$ cat config.mk
export PLATFORM = sky130hd
export DESIGN_NAME = dec_int_entry
export DESIGN_NICKNAME = d
export VERILOG_FILES = /design/src/rtl/dec_int_entry.sv
export SDC_FILE = /design/constraint.sdc
export NUM_CORES = 1
export LEC_CHECK = 0
export BUFFER_PORTS_ARGS = -buffer_cell sky130_fd_sc_hd__buf_2
export CAP_MARGIN = 20
export CORE_AREA = 10 10 118 226
export CTS_CLUSTER_SIZE = 16
export DETAILED_ROUTE_END_ITERATION = 10
export DIE_AREA = 0 0 128 236
export PLACE_DENSITY_LB_ADDON = 0.1
export SLEW_MARGIN = 10
export SYNTH_ARGS = -nofsm -noshare
export SYNTH_HDL_FRONTEND = slang
export SYNTH_SLANG_ARGS = --single-unit
$ cat constraint.sdc
create_clock -name clk -period 12.51 [get_ports clk]
set_clock_uncertainty 0.2 [all_clocks]
set_input_delay 0.6255 -clock clk [delete_from_list [all_inputs] [get_ports clk]]
set_output_delay 0.6255 -clock clk [all_outputs]
set_load 0.03 [all_outputs]
$ cat src/rtl/dec_int_entry.sv
// ============================================================================
// Module   : dec_int_entry
// Brief    : Key-token decimal accumulator producing a saturating signed
//            64-bit integer through a valid/ready output register.
// Revision : 1.0 - initial release
// ============================================================================
`default_nettype none

module dec_int_entry (
    input  logic        clk,
    input  logic        rst,
    input  logic        in_valid,
    output logic        in_ready,
    input  logic [1:0]  in_kind,
    input  logic [3:0]  in_digit,
    output logic        out_valid,
    input  logic        out_ready,
    output logic [63:0] out_int,
    output logic        out_ovf
);

    typedef enum logic [1:0] {
        S_EMPTY = 2'd0,
        S_ACCUM = 2'd1,
        S_DONE  = 2'd2
    } state_t;

    localparam logic [1:0]  c_KIND_DIGIT = 2'b00;
    localparam logic [1:0]  c_KIND_MINUS = 2'b01;
    localparam logic [1:0]  c_KIND_ENTER = 2'b10;
    localparam logic [1:0]  c_KIND_CLEAR = 2'b11;
    localparam logic [64:0] c_MAG_LIMIT  = 65'h0_8000_0000_0000_0000;
    localparam logic [63:0] c_INT_MIN    = 64'h8000_0000_0000_0000;
    localparam logic [63:0] c_INT_MAX    = 64'h7FFF_FFFF_FFFF_FFFF;

    state_t        state_q, state_d;
    logic [64:0]   mag_q, mag_d;
    logic          neg_q, neg_d;
    logic          ovf_q, ovf_d;
    logic [63:0]   out_int_q, out_int_d;
    logic          out_ovf_q, out_ovf_d;

    logic          w_accept;
    logic          w_digit_ok;
    logic [68:0]   w_next;
    logic          w_fovf;
    logic [63:0]   w_result;

    assign in_ready   = (state_q != S_DONE);
    assign out_valid  = (state_q == S_DONE);
    assign out_int    = out_int_q;
    assign out_ovf    = out_ovf_q;

    assign w_accept   = in_valid & in_ready;
    assign w_digit_ok = (in_kind == c_KIND_DIGIT) && (in_digit <= 4'd9);

    // mag*10 + d without a multiplier; 69 bits cannot wrap for mag <= 2^63
    assign w_next = ({4'b0, mag_q} << 3) + ({4'b0, mag_q} << 1) + {65'b0, in_digit};

    // +2^63 is not representable, so only the negative side may reach it
    assign w_fovf   = ovf_q | (~neg_q & (mag_q == c_MAG_LIMIT));
    assign w_result = w_fovf ? (neg_q ? c_INT_MIN : c_INT_MAX)
                             : (neg_q ? (64'd0 - mag_q[63:0]) : mag_q[63:0]);

    always_comb begin
        state_d   = state_q;
        mag_d     = mag_q;
        neg_d     = neg_q;
        ovf_d     = ovf_q;
        out_int_d = out_int_q;
        out_ovf_d = out_ovf_q;
        case (state_q)
            S_EMPTY: begin
                if (w_accept) begin
                    case (in_kind)
                        c_KIND_DIGIT: begin
                            if (w_digit_ok) begin
                                mag_d   = {61'b0, in_digit};
                                state_d = S_ACCUM;
                            end
                        end
                        c_KIND_MINUS: neg_d = ~neg_q;
                        c_KIND_ENTER: begin
                            out_int_d = w_result;
                            out_ovf_d = w_fovf;
                            state_d   = S_DONE;
                        end
                        default:      neg_d = 1'b0;
                    endcase
                end
            end
            S_ACCUM: begin
                if (w_accept) begin
                    case (in_kind)
                        c_KIND_DIGIT: begin
                            if (w_digit_ok) begin
                                if (ovf_q || (w_next > {4'b0, c_MAG_LIMIT})) begin
                                    ovf_d = 1'b1;
                                end else begin
                                    mag_d = w_next[64:0];
                                end
                            end
                        end
                        c_KIND_ENTER: begin
                            out_int_d = w_result;
                            out_ovf_d = w_fovf;
                            state_d   = S_DONE;
                        end
                        c_KIND_CLEAR: begin
                            mag_d   = 65'd0;
                            neg_d   = 1'b0;
                            ovf_d   = 1'b0;
                            state_d = S_EMPTY;
                        end
                        default: ;
                    endcase
                end
            end
            S_DONE: begin
                if (out_ready) begin
                    mag_d   = 65'd0;
                    neg_d   = 1'b0;
                    ovf_d   = 1'b0;
                    state_d = S_EMPTY;
                end
            end
            default: state_d = S_EMPTY;
        endcase
    end

    always_ff @(posedge clk) begin
        if (rst) begin
            state_q   <= S_EMPTY;
            mag_q     <= 65'd0;
            neg_q     <= 1'b0;
            ovf_q     <= 1'b0;
            out_int_q <= 64'd0;
            out_ovf_q <= 1'b0;
        end else begin
            state_q   <= state_d;
            mag_q     <= mag_d;
            neg_q     <= neg_d;
            ovf_q     <= ovf_d;
            out_int_q <= out_int_d;
            out_ovf_q <= out_ovf_d;
        end
    end

endmodule

`default_nettype wire

-- Word-level counts from Yosys, hierarchy flattened
Index checks and enable logic that the tools add are counted.
- add/subtract/negate cells: 3
- reductions and logical operators: 13
- equality and inequality tests: 21
- magnitude comparators: 2
- bitwise gates (word level): 4
- multiplexer cells: 30
- operator list (cell ; count):
    two-way mux 65 bit ; 7
    case mux 65 bit (3 select lines) ; 1
    two-way mux 64 bit ; 3
    case mux 65 bit (2 select lines) ; 1
    adder 68 x 66 -> 69 bit ; 1
    adder 69 x 4 -> 69 bit ; 1
    > comparator 69 x 64 -> 1 bit (second input constant) ; 1
    equality test 65 x 64 -> 1 bit (second input constant) ; 1
    subtractor 1 x 64 -> 64 bit (first input constant) ; 1
    AND reduction 6 bit ; 3
    inequality test 3 bit (second input constant) ; 5
    inequality test 2 bit (second input constant) ; 6
    AND reduction 9 bit ; 1
    two-way mux 2 bit ; 4
    case mux 2 bit (2 select lines) ; 2
    two-way mux 1 bit ; 7
    equality test 2 bit (second input constant) ; 3
    case mux 1 bit (2 select lines) ; 3
    case mux 2 bit (3 select lines) ; 1
    equality test 2 x 1 -> 1 bit (second input constant) ; 2
    <= comparator 4 bit (second input constant) ; 1
    zero test 2 bit ; 2
    inequality test 2 x 1 -> 1 bit (second input constant) ; 2
    OR reduction 2 bit ; 2
    other kinds (11) ; 12
- logic and storage cells: 79
- bits in registers: 134
- input port bits: 10
- output and inout bits: 67

-- Logic depth before layout (Yosys ltp)
- depth in word-level cells: 9
- depth in mapped cells: 17
- gate-level depth less buffers: 16

-- Least setup slack after synthesis
Ideal clock, no wire load.
- kind: input-to-reg
- start point: input port in_digit[3]
- end point: register mag_q[0]
- setup time: 0.087 ns
- arrival: 4.850 ns
- path slack: 7.373 ns
- required time: 12.223 ns
- cell stages on the path: 17
- path through: inv_1 fa_1 inv_1 ha_1 a211oi_2 o21ai_2 a221o_1 or3_1 a221oi_2 or4b_1 nor4b_2 nand4_1 nor4_4 a21oi_2 buf_6 or4_1 o31ai_1
- longest elaborated chain between the ends: 5
- elaborated cells between the ends (all ways): 9
- RTL lines (element ; RTL line ; source):
    from (decl) ; 15 ; input logic [3:0] in_digit,
    adder 69 x 4 -> 69 bit ; 58 ; assign w_next = ({4'b0, mag_q} << 3) + ({4'b0, mag_q} << 1) + {65'b0, in_digit};
    > comparator 69 x 64 -> 1 bit ; 97 ; if (ovf_q || (w_next > {4'b0, c_MAG_LIMIT})) begin
    logical OR 1 bit ; 97 ;
    inequality test 3 bit (no line) ; n/a ;
    AND reduction 9 bit (no line) (*) ; n/a ;
    to (signal assigned) ; 141 ; mag_q <= mag_d;
    to (decl) ; 37 ; logic [64:0] mag_q, mag_d;
Mark *: on every way between the ends. The rest lies on a longest branch, timed or not.
A chain may end at the register's enable or synchronous reset.

-- Worst setup path after layout
- start point: register mag_q[25]
- end point: register mag_q[41]
- longest elaborated chain between the ends: 7
- elaborated cells between the ends (all ways): 11
- RTL lines (element ; RTL line):
    adder 68 x 66 -> 69 bit (*) ; 58
    adder 69 x 4 -> 69 bit (*) ; 58
    parallel branches: the longest is 5 deep, another holds > comparator 69 x 64 -> 1 bit ; n/a
Mark *: on every way between the ends. The select of a mux whose other input is x is not followed.

==> reports/metrics.csv <==
metric;value;unit
status;complete, no violations;
core;23100;um^2
cts.sinks;134;
die_area;30200;um^2
fin_hold_ws;0.245;ns
wl;50000;um
drc;0;
setup_tns;0;ns
layout_min_cycle_time;7.03;ns
final_cell_mix;o21ai_0 (182), a21oi_1 (182), nor2_1 (169), nand2_1 (162), ha_1 (134);
syn_inst;1825;
yosys.area.top_type_share;20.2;%
tightest_slew;1.12;ns
slowest_delay;0.82;ns
p_leak;6.19;nW
synth_top_area_cell;dfxtp_1;
synth.avg_cell_area;7.28;um^2
drt_iter0_drc;1760;
async_flop_share;0;%
cp_data_arrival_time;7.16;ns
fin_area;14300;um^2
maxCapViolCount;0;
max_freq;142;MHz
synth-adder-area-share;12.9;%
grt_pass1_wl;77700;um
hold_buffers;0;
wl_per_cell;23.6;um
placementRows;79;
reg2reg_slack;5.48;ns
startpoint_type;flop;
pin_count;77;
via_per_inst;7.09;
critPathMaxFanout;51;
cp_common_cell;ha_1;
muxShareOfSynthArea;0.922;%
nFillCells;2221;
multi_input_area;10000;um^2
rsz0062_at_grt;false;
crit_type;reg2reg;
start_util;57.5;%
num_vias;15003;
pwr_density_cell;119;nW/um^2
chipHeight;236;um
worstPathCellList;ha_1, ha_1, nand4_1, nor3_1, nand3_1, a21oi_1, nor4_2, xnor2_1, a2111oi_0, o2111ai_1, nor4_4, a21o_2, nand2_2, o41ai_1;
grt_overflow_total;0;
synthSimpleGateAreaFrac;26.4;%
synth.distinct_cells;93;
cts-root-buf;clkbuf_16;
cts_max_path_buffers;2;
place_hpwl;37900;um
fin_nets;1967;
hold_violations;0;
gr-usage-all-layers;32.0;%
grt_pass1_vias;14238;
grt_antenna_before_repair;0;
synth_top_family_by_area;compound AO/OA/AOI/OAI gates;
drive_above_1_share;9.76;%
die_x;128;um
synth-seq-cells;134;
clk_pin_slew_worst_paths;0.06;ns
endpoint_kind;flop;
post_cts_buffers;0;
dr.pass1.iters;7;
synth_top_flop_cell;dfxtp_1;
io_buffers;76;
relSlewSlack;25.0;%
synth_edf_count;0;
place_congestion;1.16;
cts-resized-gates;0;
ant_nets;0;
required;12.64;ns
cts_tree;built;
grt_max_degree;94;
htreeDepth;4;
ys_seq_area_share;20.2;%
cp_slowest_cell;a21oi_1;
cts_made_buffers;17;
netlist_area;13300;um^2
synth_xor_area_share;2.37;%
worst-path-buf-inv;0;
syn_to_final_growth;7.71;%
period_share;56.2;%
antenna_cells;0;
placed_area;13700;um^2
holdCritPathClass;reg2reg;
synth-warning-count;0;
syn_nets;1971;
clk-insertion-delay-late;0.45;ns
seq_area;2680;um^2
synth_compound_area_share;32.7;%
ys_top_cells_by_area;dfxtp_1 (20%), ha_1 (13%), o21ai_0 (6.9%);
ir_drop;0.152;mV
slew_viol_final;0;
setup_violations;0;
path_delay_family;compound AO/OA/AOI/OAI gates;
## metrics by stage
stage          instances  setup WS, ns  util (%)  total power (W)
2_1_floorplan       1825          7.37         -         0.000972
3_3_place_gp        2084          5.85      59.2          0.00114
3_5_place_dp        2084          5.85      59.2          0.00115
4_1_cts             2116          5.91      61.9          0.00168
5_1_grt             2117          5.35      61.9          0.00178
6_report            2117          5.48      61.9          0.00170
## cell usage after synthesis (19+ instances only)
library cell,instances
nor2_1,169
o21ai_0,184
ha_1,134
xnor2_1,19
inv_1,33
nand4_1,40
or3_1,25
nand2_1,162
a21oi_1,183
buf_2,19
clkbuf_1,91
a211oi_1,35
nor3_1,75
o31ai_1,28
dfxtp_1,134
nand3_1,41
nor2b_1,60
o211ai_1,23
nand2b_1,24
a221oi_1,19
a21o_1,29
## power by group
part	internal [W]	leakage, nW	switching, W	total, W
clock	0.000328	0.302	0.000208	0.000536
sequential	0.000451	1.08	0.0000241	0.000475
combinational	0.000210	4.81	0.000477	0.000687
## flip-flops by register name (all words and copies together), names as in the netlist
signal   cells
mag_q       65
neg_q        1
out_int     64
out_ovf      1
ovf_q        1
state_q      2
## final timing paths
kind,cells past startpoint,end,from
worst min register to register,2,out_int[59],out_int[59]
worst min-delay path,2,out_int[59],out_int[59]
worst max register to register,14,mag_q[41],mag_q[25]
worst max-delay path,14,mag_q[41],mag_q[25]
## metal layers
layer,share of wire (%),vias to the layer above,global-route usage (%)
met3,7.9,269,5.59
met5,0,-,0
met1,37,6989,35.3
met4,9.2,0,26.5
li1,-,6913,-
met2,46,832,51.8
## logic make-up after synthesis
group	after synthesis
compound gates	671
mux	12
buf+inv	147
flops	134
simple gates	689
fa+ha+maj	136
xor+xnor	36
## tightest hold or removal path: cells and delay by family (launching register included)
kind | cells | cell delay (ns)
and+or+nand+nor | 1 | 0.05
DFF | 1 | 0.30
AOI/OAI and AO/OA | 1 | 0.05
## area by class of cell
| class | instances | area share, % |
|---|---|---|
| inverter | 33 | 0.865 |
| clock buffer | 20 | 3.26 |
| tap | 283 | 2.47 |
| clock inverter | 12 | 1.06 |
| sequential | 134 | 18.7 |
| timing repair buffer | 91 | 3.46 |
| multi-input combinational | 1544 | 70.1 |
Note: power is estimated with default switching activity, not from simulation.
